File: config.mk
export PLATFORM = sky130hd
export DESIGN_NAME = bcd_conv_sched
export DESIGN_NICKNAME = d
export VERILOG_FILES = /design/src/rtl/bcd_conv_sched.sv
export SDC_FILE = /design/constraint.sdc
export NUM_CORES = 1
export LEC_CHECK = 0
export ABC_AREA = 1
export CAP_MARGIN = 20
export CORE_UTILIZATION = 51
export DETAILED_ROUTE_END_ITERATION = 16
export PLACE_DENSITY_LB_ADDON = 0.05
export SYNTH_ARGS = -nofsm -noshare
export SYNTH_HDL_FRONTEND = slang
export SYNTH_SLANG_ARGS = --single-unit
File: constraint.sdc
create_clock -name clk -period 2.1 [get_ports clk]
set_clock_uncertainty 0.1 [all_clocks]
set_input_delay 0.315 -clock clk [delete_from_list [all_inputs] [get_ports clk]]
set_output_delay 0.315 -clock clk [all_outputs]
set_load 0.1 [all_outputs]
File: src/rtl/bcd_conv_sched.sv
// Round-robin scheduler that shares one serial double-dabble engine among NREQ requesters.
// Results come back as packed BCD digits tagged with the index of the requester that owns them.
module bcd_conv_sched #(
  parameter int W      = 16,
  parameter int NREQ   = 4,
  parameter int IDW    = 2,
  parameter int DIGITS = 5
) (
  input  logic                  clk,
  input  logic                  rst,
  input  logic [NREQ-1:0]       req,
  input  logic [NREQ*W-1:0]     bin_in,
  output logic [NREQ-1:0]       ack,
  output logic                  busy,
  output logic                  bcd_valid,
  output logic [IDW-1:0]        bcd_id,
  output logic [4*DIGITS-1:0]   bcd_out
);

  localparam int AW = 4 * DIGITS;
  localparam int CW = $clog2(W + 1);

  typedef enum logic [1:0] {
    IDLE  = 2'd0,
    LOAD  = 2'd1,
    SHIFT = 2'd2,
    DONE  = 2'd3
  } state_t;

  state_t           state_r, state_next_s;
  logic [IDW-1:0]   ptr_r, grant_r, pick_s;
  logic             pick_ok_s;
  logic [W-1:0]     sr_r, sr_step_s;
  logic [AW-1:0]    acc_r, acc_adj_s, acc_step_s;
  logic [AW+W-1:0]  cat_s;
  logic [CW-1:0]    cnt_r;
  logic [NREQ-1:0]  ack_r;
  logic             busy_r, valid_r;
  logic [IDW-1:0]   id_r;
  logic [AW-1:0]    out_r;

  assign ack       = ack_r;
  assign busy      = busy_r;
  assign bcd_valid = valid_r;
  assign bcd_id    = id_r;
  assign bcd_out   = out_r;

  // Arbiter: first raised request at or after the round-robin pointer.
  always_comb begin
    logic hit_s;
    pick_ok_s = 1'b0;
    pick_s    = {IDW{1'b0}};
    hit_s     = 1'b0;
    for (int i = 0; i < NREQ; i++) begin
      hit_s     = !pick_ok_s && req[(int'(ptr_r) + i) % NREQ];
      pick_s    = hit_s ? IDW'((int'(ptr_r) + i) % NREQ) : pick_s;
      pick_ok_s = pick_ok_s | hit_s;
    end
  end

  // One double-dabble step: add 3 to digits >= 5, then shift the binary MSB into the accumulator.
  always_comb begin
    acc_adj_s = acc_r;
    for (int d = 0; d < DIGITS; d++) begin
      acc_adj_s[4*d +: 4] = (acc_r[4*d +: 4] >= 4'd5) ? (acc_r[4*d +: 4] + 4'd3) : acc_r[4*d +: 4];
    end
    cat_s      = {acc_adj_s, sr_r} << 1;
    acc_step_s = cat_s[AW+W-1:W];
    sr_step_s  = cat_s[W-1:0];
  end

  // Next-state logic.
  always_comb begin
    state_next_s = state_r;
    case (state_r)
      IDLE:    state_next_s = pick_ok_s ? LOAD : IDLE;
      LOAD:    state_next_s = SHIFT;
      SHIFT:   state_next_s = (cnt_r == CW'(1)) ? DONE : SHIFT;
      DONE:    state_next_s = IDLE;
      default: state_next_s = IDLE;
    endcase
  end

  // State register.
  always_ff @(posedge clk) begin
    if (rst) begin
      state_r <= IDLE;
    end else begin
      state_r <= state_next_s;
    end
  end

  // Datapath and registered outputs; the operand is captured on the grant edge so ack marks it taken.
  always_ff @(posedge clk) begin
    if (rst) begin
      ptr_r   <= {IDW{1'b0}};
      grant_r <= {IDW{1'b0}};
      sr_r    <= {W{1'b0}};
      acc_r   <= {AW{1'b0}};
      cnt_r   <= {CW{1'b0}};
      ack_r   <= {NREQ{1'b0}};
      busy_r  <= 1'b0;
      valid_r <= 1'b0;
      id_r    <= {IDW{1'b0}};
      out_r   <= {AW{1'b0}};
    end else begin
      case (state_r)
        IDLE: begin
          if (pick_ok_s) begin
            grant_r <= pick_s;
            ack_r   <= {{(NREQ-1){1'b0}}, 1'b1} << pick_s;
            busy_r  <= 1'b1;
            sr_r    <= bin_in[int'(pick_s)*W +: W];
          end else begin
            ack_r   <= {NREQ{1'b0}};
          end
        end
        LOAD: begin
          ack_r <= {NREQ{1'b0}};
          acc_r <= {AW{1'b0}};
          cnt_r <= CW'(W);
          ptr_r <= (int'(grant_r) == NREQ - 1) ? {IDW{1'b0}} : (grant_r + IDW'(1));
        end
        SHIFT: begin
          acc_r <= acc_step_s;
          sr_r  <= sr_step_s;
          cnt_r <= cnt_r - CW'(1);
          if (cnt_r == CW'(1)) begin
            valid_r <= 1'b1;
            out_r   <= acc_step_s;
            id_r    <= grant_r;
          end else begin
            valid_r <= 1'b0;
          end
        end
        DONE: begin
          valid_r <= 1'b0;
          busy_r  <= 1'b0;
        end
        default: begin
          ack_r   <= {NREQ{1'b0}};
          valid_r <= 1'b0;
          busy_r  <= 1'b0;
        end
      endcase
    end
  end

endmodule

# After elaboration in Yosys (flattened, before gate mapping)
# Cells that the tools add are included.
classes:
  add_sub_neg: 10
  magnitude_cmp: 9
  eq_ne: 6
  shift: 2
  mux: 34
  n_bitwise: 6
  reduce_logical: 19
op_table:
  columns: ["operator", "count"]
  rows:
  - ["$shiftx A64 B7 Y16", 1]
  - ["$pmux W20 S2", 1]
  - ["$pmux W16 S2", 1]
  - ["$ge A4 B3 Y1 const B", 5]
  - ["$mux W4", 5]
  - ["$add A4 B2 Y4 const B", 4]
  - ["$mux W16", 1]
  - ["$lt A3 B4 Y1 const B", 3]
  - ["$mux W1", 11]
  - ["$mux W2", 5]
  - ["$pmux W5 S2", 1]
  - ["$reduce_bool A2 Y1", 5]
  - ["$bmux W1 S2", 4]
  - ["$pmux W2 S4", 1]
  - ["$pmux W4 S2", 1]
  - ["$reduce_and A2 Y1", 4]
  - ["$reduce_or A2 Y1", 3]
  - ["$eq A5 B1 Y1 const B", 1]
  - ["$sub A5 B1 Y5 const B", 1]
  - ["$add A2 B1 Y2 const B", 2]
  - ["$add A2 B2 Y2 const B", 2]
  - ["$eq A2 B1 Y1 const B", 2]
  - ["$eq A2 B2 Y1 const B", 2]
  - ["$pmux W1 S2", 2]
  - ["10 further kinds", 18]
totals:
  regBits: 75
  inputBits: 70
  out_inout_bits: 28

# Depth between registers and ports, before layout
# Gate-level depths: netlist (run 1).
logic_depth:
  word_depth: 17
  ltp_mapped: 17
  ltp_nobuf: 16

# Worst setup path before layout (run 1)
# Ideal clock, no wire load.
synth_timing:
  path_type: "register to register"
  start: "register ptr_r[0]"
  end: "register sr_r[0]"
  setup_ps: 132
  t_arrival_ps: 1526
  path_slack_ps: 342
  path_stages_with_launch: 16
  path_buffers: 2
  period_less_slack_ps: 1758
  cell_sequence: "dfxtp_1 buf_6 nand2_2 nand3_1 nand2_2 inv_1 nand3_1 buf_4 nand2_2 inv_2 nand3_1 nand2_1 nand2_1 nand2_1 nand2_1 a21oi_1"
synth_via:
  elab_chain_cells: 15
  word_cells_on_any_way: 32
synth_lines:
  columns: ["item", "line", "rtl"]
  rows:
  - ["start: declaration", "31", "logic [IDW-1:0] ptr_r, grant_r, pick_s;"]
  - ["start signal: assignment", "96", "ptr_r <= {IDW{1'b0}};"]
  - ["start signal: assignment", "122", "ptr_r <= (int'(grant_r) == NREQ - 1) ? {IDW{1'b0}} : (grant_r + IDW'(1));"]
  - ["$add A2 B1 Y2", "55, 56", null]
  - ["$bmux W1 S2", "55", "hit_s = !pick_ok_s && req[(int'(ptr_r) + i) % NREQ];"]
  - ["$mux W1 (implied by the code) (2 in a row)", "55", null]
  - ["$logic_and A1 B1 Y1", "55", null]
  - ["$or A1 B1 Y1", "57", "pick_ok_s = pick_ok_s | hit_s;"]
  - ["$logic_not A1 Y1", "55", null]
  - ["$logic_and A1 B1 Y1", "55", null]
  - ["$or A1 B1 Y1", "57", null]
  - ["$logic_not A1 Y1", "55", null]
  - ["$logic_and A1 B1 Y1", "55", null]
  - ["$mux W2", "56", "pick_s = hit_s ? IDW'((int'(ptr_r) + i) % NREQ) : pick_s;"]
  - ["$shiftx A64 B7 Y16", "113", "sr_r <= bin_in[int'(pick_s)*W +: W];"]
  - ["$mux W16", "109", "if (pick_ok_s) begin"]
  - ["$pmux W16 S2", "107", "case (state_r)"]
  - ["end signal: assignment", "98", "sr_r <= {W{1'b0}};"]
  - ["end signal: assignment", "113", null]
  - ["end signal: assignment", "126", "sr_r <= sr_step_s;"]
  - ["end: declaration", "33", "logic [W-1:0] sr_r, sr_step_s;"]
# Several ways; a longest one is shown, not always the timed one. The select of a mux whose other input is x is not followed.
# A chain may end at the register's enable or synchronous reset.

# Worst setup path in the final report (run 1)
layout_timing:
  start: "register ptr_r[0]"
  end: "register sr_r[12]"
# The elaborated chain is that of the path after synthesis.

==> impl_metrics.csv, run 1 <==
group,metric,value,unit
yosys,avgSynthCellArea,6.37,um^2
clocking,clk_path_buf_depth,2,
yosys,ys_seq_elements,75,
yosys,synth_cell_types,29,
detailed_routing,route.detailed.drc,0,
timing,relSlewSlack,78.2,%
worst_setup_path,critPathRequiredTime,2.27,ns
clocking,hold_buffers,0,
detailed_routing,drt_pass1_iterations,5,
yosys,synth_area_leaders,"dfxtp_1 (34%), nand2_1 (18%), nor2_1 (7.1%), a21oi_1 (6.8%), nand3_1 (5.2%)",
detailed_routing,drt_iter0_drc,320,
timing,layout_min_cycle_time,2.01,ns
power,max-vdd-ir-drop,1.01,mV
power,p_int,0.00431,W
grt,grt_overflow,0,
grt,grtUsageTotal,25.9,%
worst_setup_path,cp-start-kind,"flop",
floorplanning,start_util,53.2,%
worst_setup_path,critPathCaptureType,"flop",
place,hpwl,8.23,mm
timing,drv_slew,0,
cells_and_area,diodes,0,
grt,grt_max_degree,36,
cells_and_area,nets,880,
cells_and_area,fin_area,5940,um^2
place,numPortBuffers,97,
detailed_routing,ant_nets,0,
clocking,cts_root_buf,"clkbuf_8",
floorplanning,die_area,9030,um^2
power,switchingPower,0.00367,W
cells_and_area,multiInputGateArea,2600,um^2
clocking,cts_made_buffers,9,
outcome,outcome,"finished clean",
clocking,cts_tree,"yes",
power,p_per_area,1340,nW/um^2
clocking,cts_sinks,75,
detailed_routing,num_vias,4773,
place,place_area,5490,um^2
worst_setup_path,cp.arrival,2.17,ns
power,switching_share,46.0,%
floorplanning,die-height,95.0,um
cells_and_area,utilization,71.6,%
grt,antenna_found_initial,0,
place,gp_congestion,0.828,
yosys,netlist_area,4410,um^2
run,drv_cap,0,
yosys,ys_warn_count,0,
detailed_routing,via_per_inst,5.29,
cells_and_area,num-fill-cells,694,
timing,tightest_slew,0.324,ns
floorplanning,num_io_pins,98,
grt,grt_pass1_wl,18.5,mm
yosys,synth_nets,780,
cells_and_area,drive_gt1_share,15.3,%
worst_setup_path,cp_max_fo,8,
timing,setup-violations-final,0,
clocking,cts.htree.levels,3,
min_path,hold_path.class,"in2reg",
worst_setup_path,criticalPathCategory,"reg2reg",
floorplanning,chipWidth,95.0,um
yosys,synth_top_area_share,34.0,%
floorplanning,num_rows,33,
power,pwr-share-seq,22.8,%
cells_and_area,layout.area.seq,1510,um^2
cells_and_area,area_growth,34.6,%
yosys,synth.largest_area_cell,"dfxtp_1",
timing,fmax,0.499,GHz
power,combinationalPowerShare,60.3,%
clocking,clk_pin_slew,0.08,ns
yosys,synth_seq_area_share,34.0,%
detailed_routing,wire_per_inst,13.0,um
timing,hold_violations,0,
power,p_leak,2.79,nW
timing,timing.final.crit_share,95.5,%
yosys,syn_inst,693,
grt,grt_pass1_vias,4161,
detailed_routing,wl,11.8,mm
power,pwr-share-clk,16.9,%
clocking,clk_latency,0.35,ns
floorplanning,core_area,8300,um^2
==> timing repair <==
| action | CTS | global route |
|---|---|---|
| setup endpoints to repair | 0 | 22 |
| setup buffers | 0 | 2 |
| gates resized for setup | 0 | 46 |
==> power groups by stage <==
stage	Clock, W	Sequential, W	Combinational, W
6_report	0.00135	0.00182	0.00482
5_1_grt	0.00143	0.00185	0.00533
3_3_place_gp	0	0.00182	0.00417
4_1_cts	0.00137	0.00181	0.00428
2_1_floorplan	0	0.00222	0.00281
3_5_place_dp	0	0.00184	0.00425
==> final timing paths <==
kind         startpoint  endpoint  slack, ns  depth (start not counted)
max            ptr_r[0]  sr_r[12]       0.09                         15
min                 rst  acc_r[4]       0.25                          2
max reg2reg    ptr_r[0]  sr_r[12]       0.09                         15
min reg2reg     sr_r[5]   sr_r[5]       0.36                          2
==> worst max-delay path, stage by stage, from the launching register on <==
cell	delay (ns)
dfxtp_4	0.37
buf_6	0.13
nand2_4	0.06
nand2_4	0.07
nand2_2	0.09
nand2_2	0.07
nor2_4	0.16
nand3_4	0.12
nand3_4	0.15
clkbuf_16	0.18
nand2_1	0.05
nand2_1	0.06
nand2_1	0.05
nand3_1	0.09
nand2_1	0.05
a21oi_1	0.14
==> per-stage QoR <==
stage	worst slack, ns	TNS (ns)	power [W]	hold WS [ns]	instances
6_report	0.0945	0	0.00799	0.254	903
5_1_grt	-0.0241	-0.142	0.00860	0.274	903
4_1_cts	0.0154	0	0.00745	0.250	898
3_5_place_dp	-0.252	-4.33	0.00609	0.355	882
3_3_place_gp	-0.184	-3.06	0.00600	0.352	882
2_1_floorplan	0.342	0	0.00503	0.345	693
==> state kept, by name (all words and copies together) (netlist names) <==
name,flops
bcd_valid,1
bcd_id,2
grant_r,2
busy,1
sr_r,16
acc_r,20
cnt_r,5
state_r,2
bcd_out,20
ack,4
ptr_r,2
==> synthesized netlist by cell type (all sizes together) <==
master     n
a31oi      2
dfxtp     75
o211ai     1
nor3       2
inv       60
a21boi     1
clkbuf    17
nor3b      1
or2        5
a21oi     60
ha        17
nand4     36
xor2       5
nor2      85
o211a      1
nand3     48
o21ai     32
and2       1
a2bb2oi    1
buf       20
nand2    223
==> logic make-up after synthesis <==
family | after synthesis | share of synthesized area, %
AOI/OAI and AO/OA | 98 | 11.5
and+or+nand+nor | 401 | 39.1
buffers and inverters | 97 | 9.64
adders and majority gates | 17 | 4.82
xor gates and xnor gates | 5 | 0.992
DFF | 75 | 34.0
==> routing by layer <==
| metal | routed length [um] | global-route usage (%) | vias to the layer above | part of all wire (%) |
|---|---|---|---|---|
| met2 | 6060 | 46.2 | 105 | 52 |
| li1 | - | - | 2438 | - |
| met4 | 176 | 8.33 | 0 | 1.5 |
| met5 | 0 | 0 | - | 0 |
| met3 | 418 | 4.23 | 16 | 3.6 |
| met1 | 5110 | 31.5 | 2214 | 43 |
==> cell usage in the layout, fill, tap and decap left out, types with 6 or more instances in the layout <==
| cell | n |
|---|---|
| nand3_1 | 39 |
| nand4_1 | 36 |
| dfxtp_1 | 73 |
| a21oi_1 | 59 |
| nand2_2 | 18 |
| clkdlybuf4s50_1 | 67 |
| buf_4 | 46 |
| clkbuf_8 | 10 |
| o21ai_0 | 30 |
| inv_1 | 52 |
| nor2_1 | 83 |
| ha_1 | 17 |
| nand3_2 | 6 |
| nand2_1 | 202 |
==> final cells by class <==
class / instances / area share [%]
sequential: 75 / 25.4
tap: 105 / 2.21
timing repair buffer: 126 / 20.7
inverter: 60 / 3.92
clock buffer: 12 / 2.44
clock inverter: 4 / 1.64
multi-input combinational: 521 / 43.7
(Power assumes the default switching activity.)
==> run 2: changes to the inputs <==
--- a/config.mk
+++ b/config.mk
@@ -10,6 +10,7 @@
 export CORE_UTILIZATION = 51
 export DETAILED_ROUTE_END_ITERATION = 16
 export PLACE_DENSITY_LB_ADDON = 0.05
+export SETUP_SLACK_MARGIN = 0.2
 export SYNTH_ARGS = -nofsm -noshare
 export SYNTH_HDL_FRONTEND = slang
 export SYNTH_SLANG_ARGS = --single-unit
==> impl_metrics.csv, run 2 (synthesis gave the netlist of run 1 again) <==
group,metric,value,unit
outcome,outcome,"finished clean",
timing,layout_min_cycle_time,2.10,ns
cells_and_area,area_growth,41.1,%
grt,grt_max_degree,36,
floorplanning,core_area,8300,um^2
cells_and_area,final_common_cell,"nand2_1",
clocking,cts_sinks,75,
worst_setup_path,criticalPathCategory,"in2reg",
clocking,clk_path_buf_depth,2,
timing,tightest_slew,0.331,ns
power,max-vdd-ir-drop,1.09,mV
worst_setup_path,path_buf_inv,4,
clocking,clk_latency,0.35,ns
worst_setup_path,cp-start-kind,"primary input",
timing,setup-violations-final,0,
detailed_routing,wire_per_inst,13.9,um
floorplanning,chipWidth,95.0,um
place,gp_congestion,0.828,
detailed_routing,wl,12.7,mm
floorplanning,num_rows,33,
clocking,cts_made_buffers,9,
clocking,hold_buffers,0,
cells_and_area,nets,888,
power,p_per_area,1400,nW/um^2
cells_and_area,drive_gt1_share,19.2,%
floorplanning,num_io_pins,98,
detailed_routing,drt_pass1_iterations,5,
detailed_routing,drt_iter0_drc,336,
grt,grt_overflow,0,
worst_setup_path,cpPeakStageDelay,0.50,ns
grt,grt_pass1_vias,4355,
worst_setup_path,critPathRequiredTime,2.23,ns
floorplanning,die_area,9030,um^2
worst_setup_path,path_delay_family,"simple AND/OR/NAND/NOR gates",
floorplanning,die-height,95.0,um
grt,grt_pass1_wl,19.6,mm
power,p_leak,2.93,nW
timing,fmax,0.477,GHz
worst_setup_path,cp_max_fo,8,
worst_setup_path,path_cells,"clkdlybuf4s50_1 > inv_2 > nand2_2 > nand2_4 > nand2_4 > nand2_4 > nand2_4 > nand2_2 > nand2_4 > nand3_4 > buf_6 > buf_16 > nand2_1 > nand2_1 > nand2_1 > nand3_2 > nand2_2 > a21oi_2",
worst_setup_path,cp_slowest_cell,"clkdlybuf4s50_1",
cells_and_area,diodes,0,
detailed_routing,route.detailed.drc,0,
worst_setup_path,critPathCaptureType,"flop",
place,hpwl,8.23,mm
cells_and_area,utilization,75.1,%
clocking,clk_pin_slew,0.08,ns
min_path,hold_path.class,"in2reg",
timing,drv_slew,0,
detailed_routing,via_per_inst,5.40,
timing,relSlewSlack,77.7,%
floorplanning,start_util,53.2,%
cells_and_area,most-common-layout-cells,"nand2_1 (188), nor2_1 (83), dfxtp_1 (71)",
worst_setup_path,timing.critical_path.mode_cell,"nand2_4",
timing,rsz0062_at_grt,"yes",
worst_setup_path,cp.arrival,2.23,ns
detailed_routing,ant_nets,0,
clocking,cts.htree.levels,3,
run,drv_cap,0,
clocking,cts_root_buf,"clkbuf_8",
grt,antenna_found_initial,0,
grt,grtUsageTotal,27.5,%
clocking,cts_tree,"yes",
place,dpl_worst_slack,-0.252,ns
timing,fin_ws,0.00288,ns
timing,timing.final.crit_share,99.9,%
detailed_routing,num_vias,4919,
timing,hold_violations,0,
place,numPortBuffers,97,
[run 2: cell type report]
class,instances,area [um^2]
multi-input cells,521,2730
fillers,643,2070
flip-flops and latches,75,1510
repair buffers,134,1380
inverters,60,235
clock buffers,12,145
well taps,105,131
clock inverters,4,97.6
[run 2: what timing repair did]
item,CTS,global route
cloned,4,1
setup buffers,7,1
resized for setup,39,56
pin swaps,2,24
setup endpoints to repair,21,25
[run 2: path summary, 6_finish.rpt]
check / from / to / slack (ns) / cells after the start
min reg2reg: bcd_out[15] / bcd_out[15] / 0.37 / 2
max: req[3] / sr_r[5] / 0.003 / 18
max reg2reg: ptr_r[0] / sr_r[5] / 0.02 / 16
min: rst / acc_r[6] / 0.26 / 2
[run 2: stage by stage]
| step | hold slack (ns) | area, um^2 | std cells | total power [W] | setup TNS [ns] |
|---|---|---|---|---|---|
| finish | 0.256 | 6230 | 911 | 0.00875 | 0 |
| global route | 0.274 | 6230 | 911 | 0.00938 | -0.988 |
| CTS | 0.250 | 6000 | 909 | 0.00821 | 0 |
| detailed placement | 0.355 | 5490 | 882 | 0.00609 | -4.33 |
| global placement | 0.352 | 5490 | 882 | 0.00600 | -3.06 |
| floorplan | 0.345 | 4410 | 693 | 0.00503 | 0 |
[run 2: routing by layer]
layer  track usage (%)  vias up  routed length, um
li1                  -     2468                  -
met1              33.4     2252               5120
met2              48.6      166               6560
met3              4.55       33                606
met4              10.1        0                365
met5                 0        -                  0
[run 2: report_power, final]
part           leakage (nW)  internal [W]  switching (W)
clock network         0.117      0.000823       0.000529
logic                  2.20       0.00228        0.00329
registers             0.612       0.00167       0.000161
total                  2.93       0.00477        0.00398
==> run 3: changes to the inputs <==
--- a/config.mk
+++ b/config.mk
@@ -7,10 +7,11 @@
 export LEC_CHECK = 0
 export ABC_AREA = 1
 export CAP_MARGIN = 20
-export CORE_UTILIZATION = 51
+export CORE_UTILIZATION = 46
 export DETAILED_ROUTE_END_ITERATION = 16
 export PLACE_DENSITY_LB_ADDON = 0.05
 export SETUP_SLACK_MARGIN = 0.2
+export SLEW_MARGIN = 15
 export SYNTH_ARGS = -nofsm -noshare
 export SYNTH_HDL_FRONTEND = slang
 export SYNTH_SLANG_ARGS = --single-unit
==> constraint.sdc (replaced) <==
create_clock -name clk -period 1.7 [get_ports clk]
set_clock_uncertainty 0.1 [all_clocks]
set_input_delay 0.255 -clock clk [delete_from_list [all_inputs] [get_ports clk]]
set_output_delay 0.255 -clock clk [all_outputs]
set_load 0.1 [all_outputs]
==> impl_metrics.csv, run 3 (synthesis gave the netlist of run 1 again) <==
group,metric,value,unit
detailed_routing,wire_per_inst,16.1,um
detailed_routing,drt_pass1_iterations,5,
floorplanning,start_util,47.5,%
timing,relSlewSlack,75.7,%
grt,grtUsageTotal,26.2,%
grt,grt_pass1_vias,4725,
outcome,outcome,"complete, but fails checks",
clocking,cts_root_buf,"clkbuf_8",
timing,tightest_slew,0.361,ns
timing,rsz0062_at_grt,"yes",
cells_and_area,layout.area.seq,1530,um^2
cells_and_area,diodes,0,
detailed_routing,route.detailed.drc,0,
worst_setup_path,cp-start-kind,"primary input",
worst_setup_path,cp_max_fo,6,
place,hpwl,8.28,mm
clocking,clk_latency,0.34,ns
clocking,clk_pin_slew,0.07,ns
worst_setup_path,critPathCaptureType,"flop",
detailed_routing,num_vias,5278,
detailed_routing,drt_iter0_drc,311,
clocking,cts.htree.levels,3,
min_path,hold_path.class,"in2reg",
clocking,cts_sinks,75,
place,numPortBuffers,97,
worst_setup_path,cp.arrival,2.29,ns
outcome,violations,"negative setup slack",
timing,fin_ws,-0.463,ns
timing,setup-violations-final,23,
cells_and_area,drive_gt1_share,36.8,%
timing,layout_min_cycle_time,2.16,ns
detailed_routing,wl,15.6,mm
timing,hold_violations,0,
cells_and_area,utilization,82.7,%
clocking,cts_tree,"yes",
timing,fmax,0.462,GHz
detailed_routing,via_per_inst,5.44,
floorplanning,num_rows,35,
power,max-vdd-ir-drop,1.41,mV
cells_and_area,num-fill-cells,567,
cells_and_area,nets,924,
floorplanning,num_io_pins,98,
grt,antenna_found_initial,0,
floorplanning,core_area,9280,um^2
clocking,clk_path_buf_depth,2,
cells_and_area,fin_area,7680,um^2
timing,drv_slew,0,
place,place_area,6020,um^2
floorplanning,die_area,9990,um^2
worst_setup_path,criticalPathCategory,"in2reg",
cells_and_area,final_common_cell,"nand2_1",
clocking,hold_buffers,0,
grt,grt_pass1_wl,21.0,mm
clocking,cts_made_buffers,9,
timing,timing.final.crit_share,127,%
cells_and_area,most-common-layout-cells,"nand2_1 (154), clkdlybuf4s50_1 (68), nor2_1 (61)",
grt,grt_max_degree,65,
floorplanning,chipWidth,100,um
power,p_leak,3.42,nW
power,total_power,0.0125,W
place,gp_congestion,0.895,
place,dpl_worst_slack,-0.561,ns
floorplanning,die-height,100,um
cells_and_area,area_growth,73.9,%
detailed_routing,ant_nets,0,
run,drv_cap,0,
worst_setup_path,critPathRequiredTime,1.82,ns
power,p_per_area,1630,nW/um^2
grt,grt_overflow,0,
timing,tns,-8.01,ns
cells_and_area,multiInputGateArea,3290,um^2
-- run 3: worst max-delay path, cell delays in order --
cell and delay, ns:
clkdlybuf4s50_1 0.49, inv_1 0.09, nand2_1 0.11, nand2_2 0.08, nand2_2 0.09, nand2_4 0.06
nand2_4 0.09, nand2_4 0.05, nand2_4 0.09, nand3_4 0.22, clkbuf_16 0.24, nand2_2 0.04
nand2_1 0.05, nand2_1 0.10, nand3_2 0.10, nand2_2 0.07, a21oi_2 0.04
-- run 3: routing by layer --
layer	track usage, %	routed length [um]	vias to the layer above
met5	0	0	-
met4	9.16	466	0
met3	4.25	781	48
met2	48.5	8100	189
met1	30.3	6260	2504
li1	-	-	2537
-- run 3: stage by stage --
step | cells | hold slack, ns
5_1_grt | 971 | 0.280
3_3_place_gp | 911 | 0.352
6_report | 971 | 0.252
2_1_floorplan | 693 | 0.343
3_5_place_dp | 911 | 0.354
4_1_cts | 944 | 0.237
-- run 3: final cells by class --
cell class,count,share of cell area (%)
Multi-Input combinational cell,521,42.9
Timing Repair Buffer,170,29.1
Inverter,60,3.29
Sequential cell,75,20.0
Tap cell,129,2.10
Clock inverter,6,0.848
Clock buffer,10,1.79
-- run 3: report_power, final --
part,internal (W),total [W],switching [W]
Clock,0.000715,0.00140,0.000685
Combinational,0.00390,0.00873,0.00482
Sequential,0.00207,0.00235,0.000281
-- run 3: path summary, 6_finish.rpt --
check,end,cells past startpoint,slack (ns),from
setup / recovery,sr_r[9],17,-0.46,req[3]
hold / removal,busy,4,0.25,rst
setup reg to reg,sr_r[9],16,-0.43,ptr_r[0]
hold reg to reg,sr_r[6],2,0.37,sr_r[6]
-- run 3: repair_timing --
action	CTS	global route
gates cloned	3	11
resized for setup	71	197
endpoints found under the setup margin	69	67
pin swaps	15	76
setup buffers	14	16
